==> config.mk <==
export PLATFORM = sky130hd
export DESIGN_NAME = seg_display_driver
export DESIGN_NICKNAME = d
export VERILOG_FILES = /design/src/rtl/display_pkg.sv /design/src/rtl/bin2bcd_seq.sv /design/src/rtl/seg_display_driver.sv
export SDC_FILE = /design/constraint.sdc
export NUM_CORES = 1
export LEC_CHECK = 0
export ABC_CLOCK_PERIOD_IN_PS = 2850
export CAP_MARGIN = 20
export CORE_MARGIN = 3
export CORE_UTILIZATION = 50
export DETAILED_ROUTE_END_ITERATION = 12
export PLACE_DENSITY = 0.69
export RECOVER_POWER = 25
export SLEW_MARGIN = 20
export SYNTH_ARGS = -nofsm -noshare
export SYNTH_HDL_FRONTEND = slang
export SYNTH_SLANG_ARGS = --single-unit
==> constraint.sdc <==
create_clock -name clock -period 2.85 [get_ports clock]
set_clock_uncertainty 0.05 [all_clocks]
set_input_delay 0.7125 -clock clock [delete_from_list [all_inputs] [get_ports clock]]
set_output_delay 0.7125 -clock clock [all_outputs]
set_load 0.1 [all_outputs]
==> src/rtl/display_pkg.sv <==
// Shared types and segment patterns for the multiplexed seven-segment display driver.
package display_pkg;

    typedef enum logic [1:0] {
        IDLE,
        SHIFT,
        LATCH
    } conv_state_t;

    // Active-low patterns, bit order {g,f,e,d,c,b,a}
    localparam logic [6:0] SEG_BLANK = 7'b1111111;
    localparam logic [6:0] SEG_LUT [0:9] = '{
        7'b1000000, 7'b1111001, 7'b0100100, 7'b0110000, 7'b0011001,
        7'b0010010, 7'b0000010, 7'b1111000, 7'b0000000, 7'b0010000
    };

    function automatic logic [6:0] seg_decode(input logic [3:0] nib);
        logic [6:0] pat;
        pat = SEG_BLANK;
        if (nib <= 4'd9) pat = SEG_LUT[nib];
        return pat;
    endfunction

endpackage

==> src/rtl/bin2bcd_seq.sv <==
// Sequential shift-add-3 (double-dabble) binary to BCD converter.
module bin2bcd_seq
    import display_pkg::*;
#(
    parameter int unsigned WORD_W     = 8,
    parameter int unsigned NUM_DIGITS = 3
) (
    input  logic                    clock,
    input  logic                    reset,
    input  logic                    start,
    input  logic [WORD_W-1:0]       bin,
    output logic                    busy,
    output logic                    done,
    output logic [4*NUM_DIGITS-1:0] bcd
);

    localparam int unsigned BCD_W = 4 * NUM_DIGITS;
    localparam int unsigned SR_W  = BCD_W + WORD_W;
    localparam int unsigned CNT_W = $clog2(WORD_W + 1);

    conv_state_t       state_q, state_d;
    logic [SR_W-1:0]   sr_q, sr_d, sr_adj;
    logic [CNT_W-1:0]  cnt_q, cnt_d;
    logic              busy_q, busy_d;
    logic              done_q, done_d;

    always_ff @(posedge clock or posedge reset) begin
        if (reset) begin
            state_q <= IDLE;
            sr_q    <= '0;
            cnt_q   <= '0;
            busy_q  <= 1'b0;
            done_q  <= 1'b0;
        end else begin
            state_q <= state_d;
            sr_q    <= sr_d;
            cnt_q   <= cnt_d;
            busy_q  <= busy_d;
            done_q  <= done_d;
        end
    end

    always_comb begin
        state_d = state_q;
        sr_d    = sr_q;
        cnt_d   = cnt_q;
        sr_adj  = sr_q;

        // Pre-correct each BCD nibble so the following shift carries correctly
        for (int i = 0; i < int'(NUM_DIGITS); i++) begin
            if (sr_q[WORD_W+4*i +: 4] >= 4'd5)
                sr_adj[WORD_W+4*i +: 4] = sr_q[WORD_W+4*i +: 4] + 4'd3;
        end

        case (state_q)
            IDLE: begin
                if (start) begin
                    sr_d    = {BCD_W'(0), bin};
                    cnt_d   = CNT_W'(WORD_W);
                    state_d = SHIFT;
                end
            end
            SHIFT: begin
                sr_d  = {sr_adj[SR_W-2:0], 1'b0};
                cnt_d = cnt_q - CNT_W'(1);
                if (cnt_q == CNT_W'(1)) state_d = LATCH;
            end
            LATCH:   state_d = IDLE;
            default: state_d = IDLE;
        endcase

        busy_d = (state_d != IDLE);
        done_d = (state_d == LATCH);
    end

    assign busy = busy_q;
    assign done = done_q;
    assign bcd  = sr_q[SR_W-1 -: BCD_W];

endmodule

==> src/rtl/seg_display_driver.sv <==
// Shows an unsigned register value in decimal on a multiplexed common-anode display:
// change detection, BCD conversion, atomic display latch, digit scanner and decode.
module seg_display_driver
    import display_pkg::*;
#(
    parameter int unsigned WORD_W      = 8,
    parameter int unsigned NUM_DIGITS  = 3,
    parameter int unsigned REFRESH_DIV = 50000,
    parameter bit          BLANK_LZ    = 1'b1
) (
    input  logic                  clock,
    input  logic                  reset,
    input  logic [WORD_W-1:0]     digits,
    output logic [6:0]            seg,
    output logic [NUM_DIGITS-1:0] an,
    output logic                  busy
);

    localparam int unsigned BCD_W   = 4 * NUM_DIGITS;
    localparam int unsigned PRESC_W = (REFRESH_DIV > 1) ? $clog2(REFRESH_DIV) : 1;
    localparam int unsigned IDX_W   = (NUM_DIGITS > 1) ? $clog2(NUM_DIGITS) : 1;

    if ((64'(10) ** NUM_DIGITS) <= ((64'(1) << WORD_W) - 64'(1))) begin : g_digits_chk
        $error("NUM_DIGITS too small to show every WORD_W value");
    end
    if (REFRESH_DIV < 1) begin : g_refresh_chk
        $error("REFRESH_DIV must be at least 1");
    end

    logic [WORD_W-1:0]  src_q, src_d;
    logic [BCD_W-1:0]   bcd_disp_q, bcd_disp_d;
    logic [PRESC_W-1:0] presc_q, presc_d;
    logic [IDX_W-1:0]   idx_q, idx_d;

    logic               start_c;
    logic               conv_busy;
    logic               conv_done;
    logic [BCD_W-1:0]   conv_bcd;
    logic [3:0]         cur_nib;
    logic               upper_zero;

    bin2bcd_seq #(
        .WORD_W     (WORD_W),
        .NUM_DIGITS (NUM_DIGITS)
    ) u_bin2bcd (
        .clock (clock),
        .reset (reset),
        .start (start_c),
        .bin   (digits),
        .busy  (conv_busy),
        .done  (conv_done),
        .bcd   (conv_bcd)
    );

    always_ff @(posedge clock or posedge reset) begin
        if (reset) begin
            src_q      <= '0;
            bcd_disp_q <= '0;
            presc_q    <= '0;
            idx_q      <= '0;
        end else begin
            src_q      <= src_d;
            bcd_disp_q <= bcd_disp_d;
            presc_q    <= presc_d;
            idx_q      <= idx_d;
        end
    end

    // Change detection, display latch and free-running scanner
    always_comb begin
        src_d      = src_q;
        bcd_disp_d = bcd_disp_q;
        presc_d    = presc_q + PRESC_W'(1);
        idx_d      = idx_q;

        start_c = !conv_busy && (digits != src_q);
        if (start_c)   src_d      = digits;
        if (conv_done) bcd_disp_d = conv_bcd;

        if (presc_q == PRESC_W'(REFRESH_DIV - 1)) begin
            presc_d = '0;
            idx_d   = (idx_q == IDX_W'(NUM_DIGITS - 1)) ? '0 : idx_q + IDX_W'(1);
        end
    end

    // Decode the lit digit; blank it when it and every higher digit are zero
    always_comb begin
        cur_nib    = '0;
        upper_zero = 1'b1;
        for (int i = 0; i < int'(NUM_DIGITS); i++) begin
            if (IDX_W'(i) == idx_q) cur_nib = bcd_disp_q[4*i +: 4];
            if (IDX_W'(i) >= idx_q && bcd_disp_q[4*i +: 4] != 4'd0) upper_zero = 1'b0;
        end

        if (BLANK_LZ && idx_q != '0 && upper_zero) seg = SEG_BLANK;
        else                                       seg = seg_decode(cur_nib);

        an = ~(NUM_DIGITS'(1) << idx_q);
    end

    assign busy = conv_busy;

endmodule

==> flow_summary.yaml, run 1 <==
global_routing:
  grt_usage: 0.174
  grt_pass1_vias: 2553
  grt_max_degree: 29
  grt_overflow: 0
  grt_pass1_wl_um: 11800
  antenna_found_initial: 0
drt:
  ant_nets: 0
  dr.max_layer_used: "met4"
  num_vias: 2622
  drcViolationCount: 0
  drt_iter0_markers: 76
  route.final.wire_length_um: 6800
  first_pass_iters: 4
  via_per_inst: 5.61
  wl_met3_um: 212
  routedWlPerCell_um: 14.6
  dr_wl_met2_um: 3180
  wl_met1_um: 3340
cells_and_area:
  nNetsFinal: 389
  drive_gt1_frac: 0.218
  antenna_cells: 0
  syn_to_final_growth_pct: 18.8
  instances_no_fill: 467
  final_cell_mix: "dfrtp_1 (64), nand2_1 (27), mux2_2 (23)"
  layout_commonest_cell: "dfrtp_1"
clock_tree:
  clk_latency_ns: 0.34
  cts_max_path_buffers: 2
  clk_pin_slew_ns: 0.07
  cts_tree: "done"
  cts-root-buf: "clkbuf_8"
  htreeDepth: 3
  cts_buffers: 9
  cts.sinks: 66
timing:
  drv_slew: 0
  finalCriticalPeriod_ns: 2.76
  finalSetupViolations: 0
  tightest_slew_ns: 0.962
  finalHoldViolCount: 0
  slew_headroom: 0.358
  fmax_mhz: 362
  fin_crit_sh: 0.970
  grt_setup_unrepaired: "yes"
  setup_tns_ns: 0
placed_design:
  io_buffers: 20
  routabilityCongestion: 0.804
  place_inst: 450
  hpwl_um: 4780
synth:
  synthCells: 338
  synth_cell_types: 45
  synth_edf_count: 0
  mappedNetlistArea_sq_um: 3540
  ys_seq_area_frac: 0.467
  yosys_warnings: 0
  syn-num-nets: 360
  ys_ff_latch: 66
  ys_async_sr_fraction: 1.00
  avgSynthCellArea_sq_um: 10.5
  synth-main-ff-cell: "dfrtp_1"
setup_path:
  worstReg2RegStart: "presc_q[0]$_DFF_PP0_"
  critPathKind: "reg -> out"
  rrSetupSlack_ns: 1.00
  crit_end: "seg[6]"
  crit_path_start_kind: "flop"
  rr_endpoint: "presc_q[13]$_DFF_PP0_"
  critPathMaxFanout: 6
  slowest_delay_ns: 0.45
  path_cells: "mux2i_1, o22a_2, inv_4, ha_4, mux2i_1, o211ai_1, buf_12"
  worstPathRequired_ns: 2.09
  ff2ff_path_depth: 5
  arrival_ns: 2.00
  critPathCaptureType: "output port"
  worstSetupStartpoint: "idx_q[1]$_DFFE_PP0N_"
  cp_slowest_cell: "dfrtp_2"
  critPathMostFrequentCell: "mux2i_1"
power:
  peakVddDrop_v: 0.000734
  p_per_area_nw_per_um2: 1150
  leakagePower_nw: 1.76
run:
  max_cap_violations: 0
die:
  die_w_um: 90.1
  ios: 21
  rows: 30
  dieArea_sq_um: 8120
  core_region_area_sq_um: 6830
  initial_core_util: 0.518
  die_h_um: 90.1
worst_hold_path:
  hold_path.class: "reg -> reg"
  holdPathStages: 1
status:
  outcome: "finished, final reports clean"
synthesized netlist by cell type (all sizes together), types with 6 or more instances:
| library cell | number | area share |
|---|---|---|
| o211ai | 10 | 0.021 |
| xnor2 | 18 | 0.045 |
| ha | 12 | 0.042 |
| nor2 | 12 | 0.013 |
| nand3 | 19 | 0.027 |
| o21ai | 13 | 0.018 |
| nor3 | 6 | 0.0085 |
| inv | 15 | 0.016 |
| nand2 | 27 | 0.029 |
| o22ai | 11 | 0.019 |
| a21oi | 8 | 0.015 |
| mux2 | 23 | 0.073 |
| xor2 | 7 | 0.017 |
| mux2i | 6 | 0.017 |
| a22oi | 8 | 0.017 |
| dfrtp | 66 | 0.47 |
| buf | 11 | 0.018 |
| nand4 | 17 | 0.034 |
worst min-delay path by stage:
stage | from | to | slack (ns)
after CTS | presc_q[11]$_DFF_PP0_ | presc_q[11]$_DFF_PP0_ | 0.45
after global routing | presc_q[11]$_DFF_PP0_ | presc_q[11]$_DFF_PP0_ | 0.47
final | presc_q[11]$_DFF_PP0_ | presc_q[11]$_DFF_PP0_ | 0.46
after floorplan | presc_q[11]$_DFF_PP0_ | presc_q[11]$_DFF_PP0_ | 0.41
after detailed placement | presc_q[11]$_DFF_PP0_ | presc_q[11]$_DFF_PP0_ | 0.44
after global placement | presc_q[11]$_DFF_PP0_ | presc_q[11]$_DFF_PP0_ | 0.44
final cells by class:
cell class / count / area [sq um]
fillers: 600 / 2630
multi-input cells: 242 / 1810
flip-flops and latches: 66 / 1650
repair buffers: 33 / 379
clock buffers: 11 / 151
well taps: 96 / 120
inverters: 15 / 58.8
clock inverters: 4 / 27.5
routing by layer:
layer	up-vias	GRT usage
met5	-	0
met4	0	0.0536
met3	6	0.0402
met2	42	0.275
met1	1276	0.238
li1	1298	-
critical path, delay by kind of cell (launching register included):
family | cells | cell delay (ns)
AO/OA/AOI/OAI | 2 | 0.55
flip-flops | 1 | 0.45
buffers and inverters | 2 | 0.34
multiplexers | 2 | 0.19
adder cells (fa/ha/maj) | 1 | 0.14
logic make-up after synthesis:
logic type	after synthesis	synth area share
AND/OR/NAND/NOR	111	0.175
flip-flops	66	0.467
AO/OA/AOI/OAI	65	0.125
buffers and inverters	30	0.0379
multiplexers	29	0.0902
XOR/XNOR	25	0.0619
adder cells (fa/ha/maj)	12	0.0425
sequential cells by signal, indices dropped and copies added (netlist names):
| signal | flops |
|---|---|
| u_bin2bcd.done | 1 |
| presc_q | 16 |
| u_bin2bcd.state_q | 2 |
| u_bin2bcd.sr_q | 20 |
| src_q | 8 |
| u_bin2bcd.busy | 1 |
| idx_q | 2 |
| bcd_disp_q | 12 |
| u_bin2bcd.cnt_q | 4 |
timing repair:
item	CTS	global route
endpoints found under the setup margin	7	5
hold buffers	0	0
setup buffers	0	2
gates resized for setup	4	5
pin swaps	0	3
hold endpoints to repair	0	0
per-stage QoR:
step	util	instance area, sq um	hold slack (ns)	setup slack, ns	total power [W]
6_report	0.615	4200	0.457	0.0863	0.00483
5_1_grt	0.615	4200	0.472	-0.0138	0.00514
4_1_cts	0.609	4160	0.454	0.0567	0.00484
3_5_place_dp	0.582	3970	0.441	0.266	0.00411
3_3_place_gp	0.582	3970	0.436	0.304	0.00406
2_1_floorplan	-	3590	0.414	-0.536	0.00337
power by group:
part	total [W]	leakage [nW]	switching, W	internal (W)
Clock	0.000711	0.0834	0.000355	0.000356
Combinational	0.00259	0.843	0.00153	0.00106
Sequential	0.00153	0.835	0.000285	0.00124
Total	0.00483	1.76	0.00217	0.00266
Note: power is estimated with default switching activity, not from simulation.
==> run 2: changes to the inputs <==
- HOLD_SLACK_MARGIN: unset -> 0.1
==> results of run 2 <==
Final layout, timing and power as in run 1 (identical DEF).
